File: src/rtl/engine_accumulator.sv
// engine_accumulator: sums a configurable number of 4-lane engine chunk
// results per tile into saturating per-lane accumulators and presents the
// finished tile on a valid/ready output port.
module engine_accumulator #(
    parameter int LANES      = 4,
    parameter int IN_WIDTH   = 16,
    parameter int ACC_WIDTH  = 24,
    parameter int MAX_CHUNKS = 16,
    parameter int CW         = $clog2(MAX_CHUNKS + 1)
) (
    input  logic                         clk,
    input  logic                         rst_n,
    input  logic [CW-1:0]                cfg_chunks,
    input  logic                         in_valid,
    output logic                         in_ready,
    input  logic [LANES*IN_WIDTH-1:0]    in_result,
    output logic                         out_valid,
    input  logic                         out_ready,
    output logic [LANES*ACC_WIDTH-1:0]   out_data,
    output logic [LANES-1:0]             out_sat,
    output logic                         busy
);

    typedef enum logic [1:0] {
        IDLE  = 2'd0,
        ACCUM = 2'd1,
        HOLD  = 2'd2
    } state_t;

    state_t                              state_q;
    logic [LANES-1:0][ACC_WIDTH-1:0]     acc_q;
    logic [LANES-1:0][ACC_WIDTH-1:0]     acc_d;
    logic [LANES-1:0]                    sat_q;
    logic [LANES-1:0]                    sat_d;
    logic [CW-1:0]                       cnt_q;
    logic [CW-1:0]                       cnt_inc;
    logic [CW-1:0]                       n_tile_q;
    logic [CW-1:0]                       n_cfg;
    logic                                accept;
    logic                                start;

    // In HOLD the slot frees up only as the tile leaves, so ready follows out_ready.
    assign in_ready  = (state_q != HOLD) || out_ready;
    assign accept    = in_valid && in_ready;
    // Any beat accepted outside ACCUM opens a new tile (from IDLE or overlapping delivery).
    assign start     = accept && (state_q != ACCUM);
    assign cnt_inc   = cnt_q + CW'(1);

    assign out_valid = (state_q == HOLD);
    assign busy      = (state_q != IDLE);
    assign out_data  = acc_q;
    assign out_sat   = sat_q;

    // Clamp the requested chunk count into 1..MAX_CHUNKS.
    always_comb begin
        n_cfg = cfg_chunks;
        if (cfg_chunks == '0) begin
            n_cfg = CW'(1);
        end else if (cfg_chunks > CW'(MAX_CHUNKS)) begin
            n_cfg = CW'(MAX_CHUNKS);
        end
    end

    // Per-lane saturating add; a tile's first beat adds onto zero.
    always_comb begin
        acc_d = acc_q;
        sat_d = start ? '0 : sat_q;
        for (int unsigned j = 0; j < LANES; j++) begin
            logic [ACC_WIDTH:0] base_w;
            logic [ACC_WIDTH:0] sum_w;
            base_w = start ? '0 : {1'b0, acc_q[j]};
            sum_w  = base_w + {{(ACC_WIDTH + 1 - IN_WIDTH){1'b0}},
                               in_result[j*IN_WIDTH +: IN_WIDTH]};
            if (sum_w[ACC_WIDTH]) begin
                acc_d[j] = '1;
                sat_d[j] = 1'b1;
            end else begin
                acc_d[j] = sum_w[ACC_WIDTH-1:0];
            end
        end
    end

    // Tile FSM: collects n_tile beats, then holds the result until delivered.
    always_ff @(posedge clk or negedge rst_n) begin
        if (!rst_n) begin
            state_q  <= IDLE;
            acc_q    <= '0;
            sat_q    <= '0;
            cnt_q    <= '0;
            n_tile_q <= CW'(1);
        end else begin
            case (state_q)
                IDLE, HOLD: begin
                    if (accept) begin
                        acc_q    <= acc_d;
                        sat_q    <= sat_d;
                        cnt_q    <= CW'(1);
                        n_tile_q <= n_cfg;
                        state_q  <= (n_cfg == CW'(1)) ? HOLD : ACCUM;
                    end else if (state_q == HOLD && out_ready) begin
                        state_q <= IDLE;
                    end
                end
                ACCUM: begin
                    if (accept) begin
                        acc_q <= acc_d;
                        sat_q <= sat_d;
                        cnt_q <= cnt_inc;
                        if (cnt_inc == n_tile_q) begin
                            state_q <= HOLD;
                        end
                    end
                end
                default: state_q <= IDLE;
            endcase
        end
    end

endmodule
File: config.mk
export PLATFORM = sky130hd
export DESIGN_NAME = engine_accumulator
export DESIGN_NICKNAME = d
export VERILOG_FILES = /design/src/rtl/engine_accumulator.sv
export SDC_FILE = /design/constraint.sdc
export NUM_CORES = 1
export LEC_CHECK = 0
export ABC_AREA = 0
export CORE_ASPECT_RATIO = 1.2
export CORE_UTILIZATION = 49
export DETAILED_ROUTE_END_ITERATION = 8
export GPL_TIMING_DRIVEN = 0
export PLACE_DENSITY_LB_ADDON = 0.15
export SLEW_MARGIN = 5
export SYNTH_ARGS = -nofsm -noshare
export SYNTH_HDL_FRONTEND = slang
export SYNTH_SLANG_ARGS = --single-unit
File: constraint.sdc
create_clock -name clk -period 5.25 [get_ports clk]
set_input_delay 1.05 -clock clk [delete_from_list [all_inputs] [get_ports clk]]
set_output_delay 1.05 -clock clk [all_outputs]
set_load 0.01 [all_outputs]
; ---- Word-level counts from Yosys, hierarchy flattened
; Index checks and enable logic that the tools add are counted.
[word_totals]
ff_bits = 112
output_inout_bits = 103
wordCells = 73
[classes]
addsub = 5
n_lt_le_gt_ge = 1
n_eq_ne = 10
muxes = 24
reduce_logical = 22
[ops]
columns = op, count
row1 = 24-bit 2-to-1 mux, 8
row2 = 24-bit by 16-bit adder with 25-bit output, 4
row3 = 5-bit 2-to-1 mux, 4
row4 = 3-bit AND reduction, 6
row5 = 2-bit nonzero test, 6
row6 = 2-bit 2-to-1 mux, 5
row7 = 5-bit case mux with 2 select lines, 1
row8 = "2-bit != test, second input constant", 4
row9 = "5-bit by 1-bit adder with 5-bit output, second input constant", 1
row10 = "5-bit by 1-bit == test with 1-bit output, second input constant", 1
row11 = 5-bit == test, 1
row12 = "5-bit greater-than comparator, second input constant", 1
row13 = 5-bit logical NOT, 1
row14 = 1-bit 2-to-1 mux, 4
row15 = 4-bit 2-to-1 mux, 1
row16 = 2-bit case mux with 2 select lines, 1
row17 = 2-bit AND reduction, 2
row18 = 1-bit logical AND, 3
row19 = "3-bit != test, second input constant", 1
row20 = 3-bit OR reduction, 1
row21 = "2-bit by 1-bit == test with 1-bit output, second input constant", 1
row22 = "2-bit == test, second input constant", 1
row23 = 2-bit logical NOT, 1
row24 = "2-bit by 1-bit != test with 1-bit output, second input constant", 1
row25 = 2 further kinds, 2

; ---- Logic depth before layout (Yosys ltp)
[depth]
depth_word = 8
ltp_mapped = 17
ltp_nobuf = 13

; ---- Worst setup path after synthesis
; Ideal clock, no wire load.
[synth_timing]
path_type = in2reg
start = input in_valid
end = register acc_q (netlist bit out_data[40])
setup_time_ps = 126
arrival_ps = 4428
setup_slack_ps = 696
cell_stages = 14
path_cell_list = clkbuf_1 nand3_1 clkbuf_1 clkbuf_1 and2_1 ha_1 fa_1 a21oi_1 o211ai_1 nand3b_1 a211oi_1 o41ai_2 nor3b_1 o32a_1
[synth_between]
elab_chain_len = 5
[synth_rtl]
columns = element, line_no
row1 = start: declaration, 14  ; input logic in_valid,
row2 = 1-bit logical AND *, 44  ; assign accept = in_valid && in_ready;
row3 = 1-bit logical AND, 46  ; assign start = accept && (state_q != ACCUM);
row4 = 24-bit 2-to-1 mux, 71  ; base_w = start ? '0 : {1'b0, acc_q[j]};
row5 = 24-bit by 16-bit adder with 25-bit output, 72  ; sum_w = base_w + {{(ACC_WIDTH + 1 - IN_WIDTH){1'b0}},
row6 = 24-bit 2-to-1 mux, 74  ; if (sum_w[ACC_WIDTH]) begin
row7 = end signal: assignment, 87  ; acc_q <= '0;
row8 = end signal: assignment, 95  ; acc_q <= acc_d;
row9 = end signal: assignment, 106  ; acc_q <= acc_d;
row10 = end: declaration, 31  ; logic [LANES-1:0][ACC_WIDTH-1:0] acc_q;
; Every way passes the cells marked *; elsewhere a longest branch is shown, timed or not.
; A chain may end at the register's enable or synchronous reset.

; ---- Worst setup path in the final report
[layout_timing]
start = input out_ready
end = register acc_q (netlist bit out_data[67])
[layout_between]
elab_chain_len = 6
[layout_rtl]
columns = element, line_no
row1 = start: declaration, 18  ; input logic out_ready,
row2 = 1-bit logical OR *, 43  ; assign in_ready = (state_q != HOLD) || out_ready;
row3 = 1-bit logical AND *, 44
row4 = 1-bit logical AND, 46
row5 = 24-bit 2-to-1 mux, 71
row6 = 24-bit by 16-bit adder with 25-bit output, 72
row7 = 24-bit 2-to-1 mux, 74
; Marks and branches as above.

==> summary.md <==
| Metric | Value |
|---|---|
| Root buf cell | `clkbuf_16` |
| MaxCap Viol Count | `0` |
| Total power | `6.94 mW` |
| Mapped Area | `8380 µm²` |
| CP endpoint kind | `flop` |
| 1st-pass router iterations | `6` |
| Hold Buf Count CTS | `0` |
| Non-filler cells, final | `1370` |
| Initial DRC count | `378` |
| Critical path arrival | `5220 ps` |
| Post-synthesis net count | `1102` |
| CP Launch Type | `input pin` |
| Clk buf depth | `2` |
| Drt wl/cell | `16.7 µm` |
| Initial antenna violation count | `0` |
| Worst min path class | `flop to flop` |
| Final Skew | `8.11 ps` |
| Antenna diode count | `0` |
| Routed WL | `22800 µm` |
| ANT nets after route | `0` |
| Core area | `16800 µm²` |
| Vias in the first global route | `7696` |
| Drt drc | `0` |
| Crit share post-route | `0.949` |
| Total GRT Usage | `0.265` |
| Pin count of the biggest net entering global routing | `73` |
| Fraction of layout cells with a size suffix above 1 | `0.0511` |
| HPWL Detailed | `16900 µm` |
| Netlist cell types | `70` |
| Port Buffers | `174` |
| VDD IR max | `0.000310 V` |
| P&R area growth vs syn | `29.1%` |
| Total CTS buffers | `9` |
| First-pass GRT wire length | `37200 µm` |
| CTS sink count | `112` |
| Die width | `121 µm` |
| Cell Pwr Density | `641 nW/µm²` |
| Placed insts | `1351` |
| Crit-path max FO | `10` |
| Num ports | `176` |
| Switching Fraction | `0.432` |
| # fillers | `1538` |
| Post-synth EDFFs | `0` |
| Cell count after synthesis | `960` |
| Sequential power share | `0.227` |
| Pint | `3.94 mW` |
| Async SR Flop Fraction | `1.00` |
| Grt ovf | `0` |
| Vias | `7877` |
| Syn Area/Cell | `8.73 µm²` |
| Initial Utilization | `0.499` |
| Max-slew violation count | `0` |
| Skew-Pair Late Insertion Delay | `360 ps` |
| Site Rows | `52` |
| H-tree depth | `3` |
| Total Nets Final | `1291` |
| Switching power total | `3.00 mW` |
| Clock tree from TritonCTS | `yes` |
| Top_reg_cell synth | `dfrtp_1` |
| Status | `finished, final reports clean` |
| Comb pwr share | `0.665` |
| Setup CP Type | `input pin to flop` |
| Worst-Margin Slew | `723 ps` |
| Clk network pwr share | `0.108` |
| Die height | `145 µm` |
| Max-slew headroom at the worst pin | `0.518` |
| YS warnings | `0` |
| Worst EP required | `5490 ps` |
| Static Leak | `4.58 nW` |
| Gpl congestion | `0.913` |
| Number of vias per cell | `5.75` |
| Fmax | `0.201 GHz` |
| Sequential fraction of the synthesis area | `0.335` |
| RSZ-0062 raised after global routing | `false` |
| Fin crit period | `4980 ps` |
| Die area | `17600 µm²` |
| Final hold vios | `0` |
| Reg clk slew, reported paths | `80 ps` |
| Final setup violation count | `0` |
| Synthesized flop and latch total | `112` |
-- synthesized netlist by cell type (15+ instances only) --
| cell | instances | area share |
|---|---|---|
| nand3_1 | 31 | 0.019 |
| and2_1 | 68 | 0.051 |
| clkbuf_1 | 35 | 0.016 |
| ha_1 | 65 | 0.097 |
| a21o_1 | 25 | 0.022 |
| nand2_1 | 89 | 0.040 |
| a31oi_1 | 26 | 0.019 |
| inv_1 | 15 | 0.0067 |
| dfrtp_1 | 111 | 0.33 |
| a21oi_1 | 66 | 0.039 |
| nor2_1 | 75 | 0.034 |
| xnor2_1 | 35 | 0.037 |
| xor2_1 | 23 | 0.024 |
| o21ai_0 | 56 | 0.033 |
| nor3_1 | 24 | 0.014 |
| o22a_1 | 38 | 0.040 |
-- repair_timing --
item                                   in CTS  in global routing
setup endpoints to repair                  82                 42
setup buffers                               1                  2
cloned                                      0                  0
pin swaps                                   1                  0
gates resized for setup                    10                 10
endpoints found under the hold margin       0                  0
-- placed cells by master, fill, tap and decap left out, types with 23 or more instances in the layout --
| cell type | instances |
|---|---|
| dfrtp_1 | 111 |
| nor2_1 | 75 |
| nand3_1 | 30 |
| and2_1 | 68 |
| clkdlybuf4s50_1 | 173 |
| xor2_1 | 23 |
| xnor2_1 | 35 |
| o21ai_0 | 55 |
| a31oi_1 | 26 |
| nor3_1 | 24 |
| a21oi_1 | 65 |
| nand2_1 | 89 |
| clkbuf_1 | 31 |
| ha_1 | 65 |
| a21o_1 | 25 |
| o22a_1 | 38 |
-- power by group through the flow --
stage	sequential [mW]	clock (mW)	combinational, mW
6_report	1.57	0.751	4.61
5_1_grt	1.63	0.792	5.11
4_1_cts	1.57	0.773	4.59
3_5_place_dp	1.58	0	4.53
3_3_place_gp	1.58	0	4.47
2_1_floorplan	1.68	0	3.02
-- flip-flops by register name, indices dropped and copies added, names as in the netlist --
signal	flops
out_data	96
out_sat	4
cnt_q	5
state_q	2
n_tile_q	5
-- worst paths after layout --
path | from | end | slack, ps | cells past startpoint
worst max-delay path | out_ready | out_data[67]$_DFFE_PN0P_ | 270 | 16
worst min-delay path | out_sat[1]$_DFFE_PN0P_ | out_sat[1]$_DFFE_PN0P_ | 480 | 2
worst max register to register | state_q[1]$_DFFE_PN0P_ | out_data[67]$_DFFE_PN0P_ | 840 | 14
worst min register to register | out_sat[1]$_DFFE_PN0P_ | out_sat[1]$_DFFE_PN0P_ | 480 | 2
max in group asynchronous | rst_n | n_tile_q[0]$_DFFE_PN1P_ | 3910 | 2
min in group asynchronous | rst_n | out_data[31]$_DFFE_PN0P_ | 590 | 1
-- cells by family (layout without fill, tap and decap cells) --
logic type	after synthesis	in the layout	synth area share
AND/OR/NAND/NOR	361	361	0.217
AO/OA/AOI/OAI	303	303	0.251
flip-flops	112	112	0.335
adder cells (fa/ha/maj)	69	69	0.107
XOR/XNOR	58	58	0.0606
buffers and inverters	56	250	0.0282
multiplexers	1	1	0.00119
-- critical path, cell delays in order --
cell and delay, ps:
clkdlybuf4s50_1 470, or3b_1 120, buf_6 130, nand3_2 230, buf_4 310, clkbuf_2 260, and2_1 230, ha_1 220
fa_1 460, a211oi_1 250, nor2_1 140, a2111oi_2 430, or4_1 210, nand3_1 240, o32ai_1 380, nor2_1 80
-- routing by layer --
metal  GRT usage  wire, µm  share of wire
met1       0.327      9910           0.43
met2       0.458     11300           0.49
met3      0.0480      1180          0.052
met4      0.0895       442          0.019
met5           0         0              0
-- area by class of cell --
class	count	area [µm²]	share of cell area
Multi-Input combinational cell	792	5390	0.498
Clock buffer	10	229	0.0212
Buffer	41	189	0.0175
Sequential cell	112	2800	0.259
Timing Repair Buffer	178	1790	0.166
Tap cell	216	270	0.0250
Inverter	15	56.3	0.00521
Clock inverter	6	83.8	0.00775
-- stage by stage --
| step | hold slack, ps | area, µm² | worst slack, ps | utilization | setup TNS [ps] |
|---|---|---|---|---|---|
| 3_3_place_gp | 463 | 10400 | -1610 | 0.619 | -242360 |
| 5_1_grt | 513 | 10800 | 17.7 | 0.644 | 0 |
| 6_report | 479 | 10800 | 269 | 0.644 | 0 |
| 3_5_place_dp | 467 | 10400 | -1250 | 0.621 | -64280 |
| 2_1_floorplan | 457 | 8380 | 696 | - | 0 |
| 4_1_cts | 486 | 10800 | 128 | 0.642 | 0 |
Power figures use the tool's default switching activity.
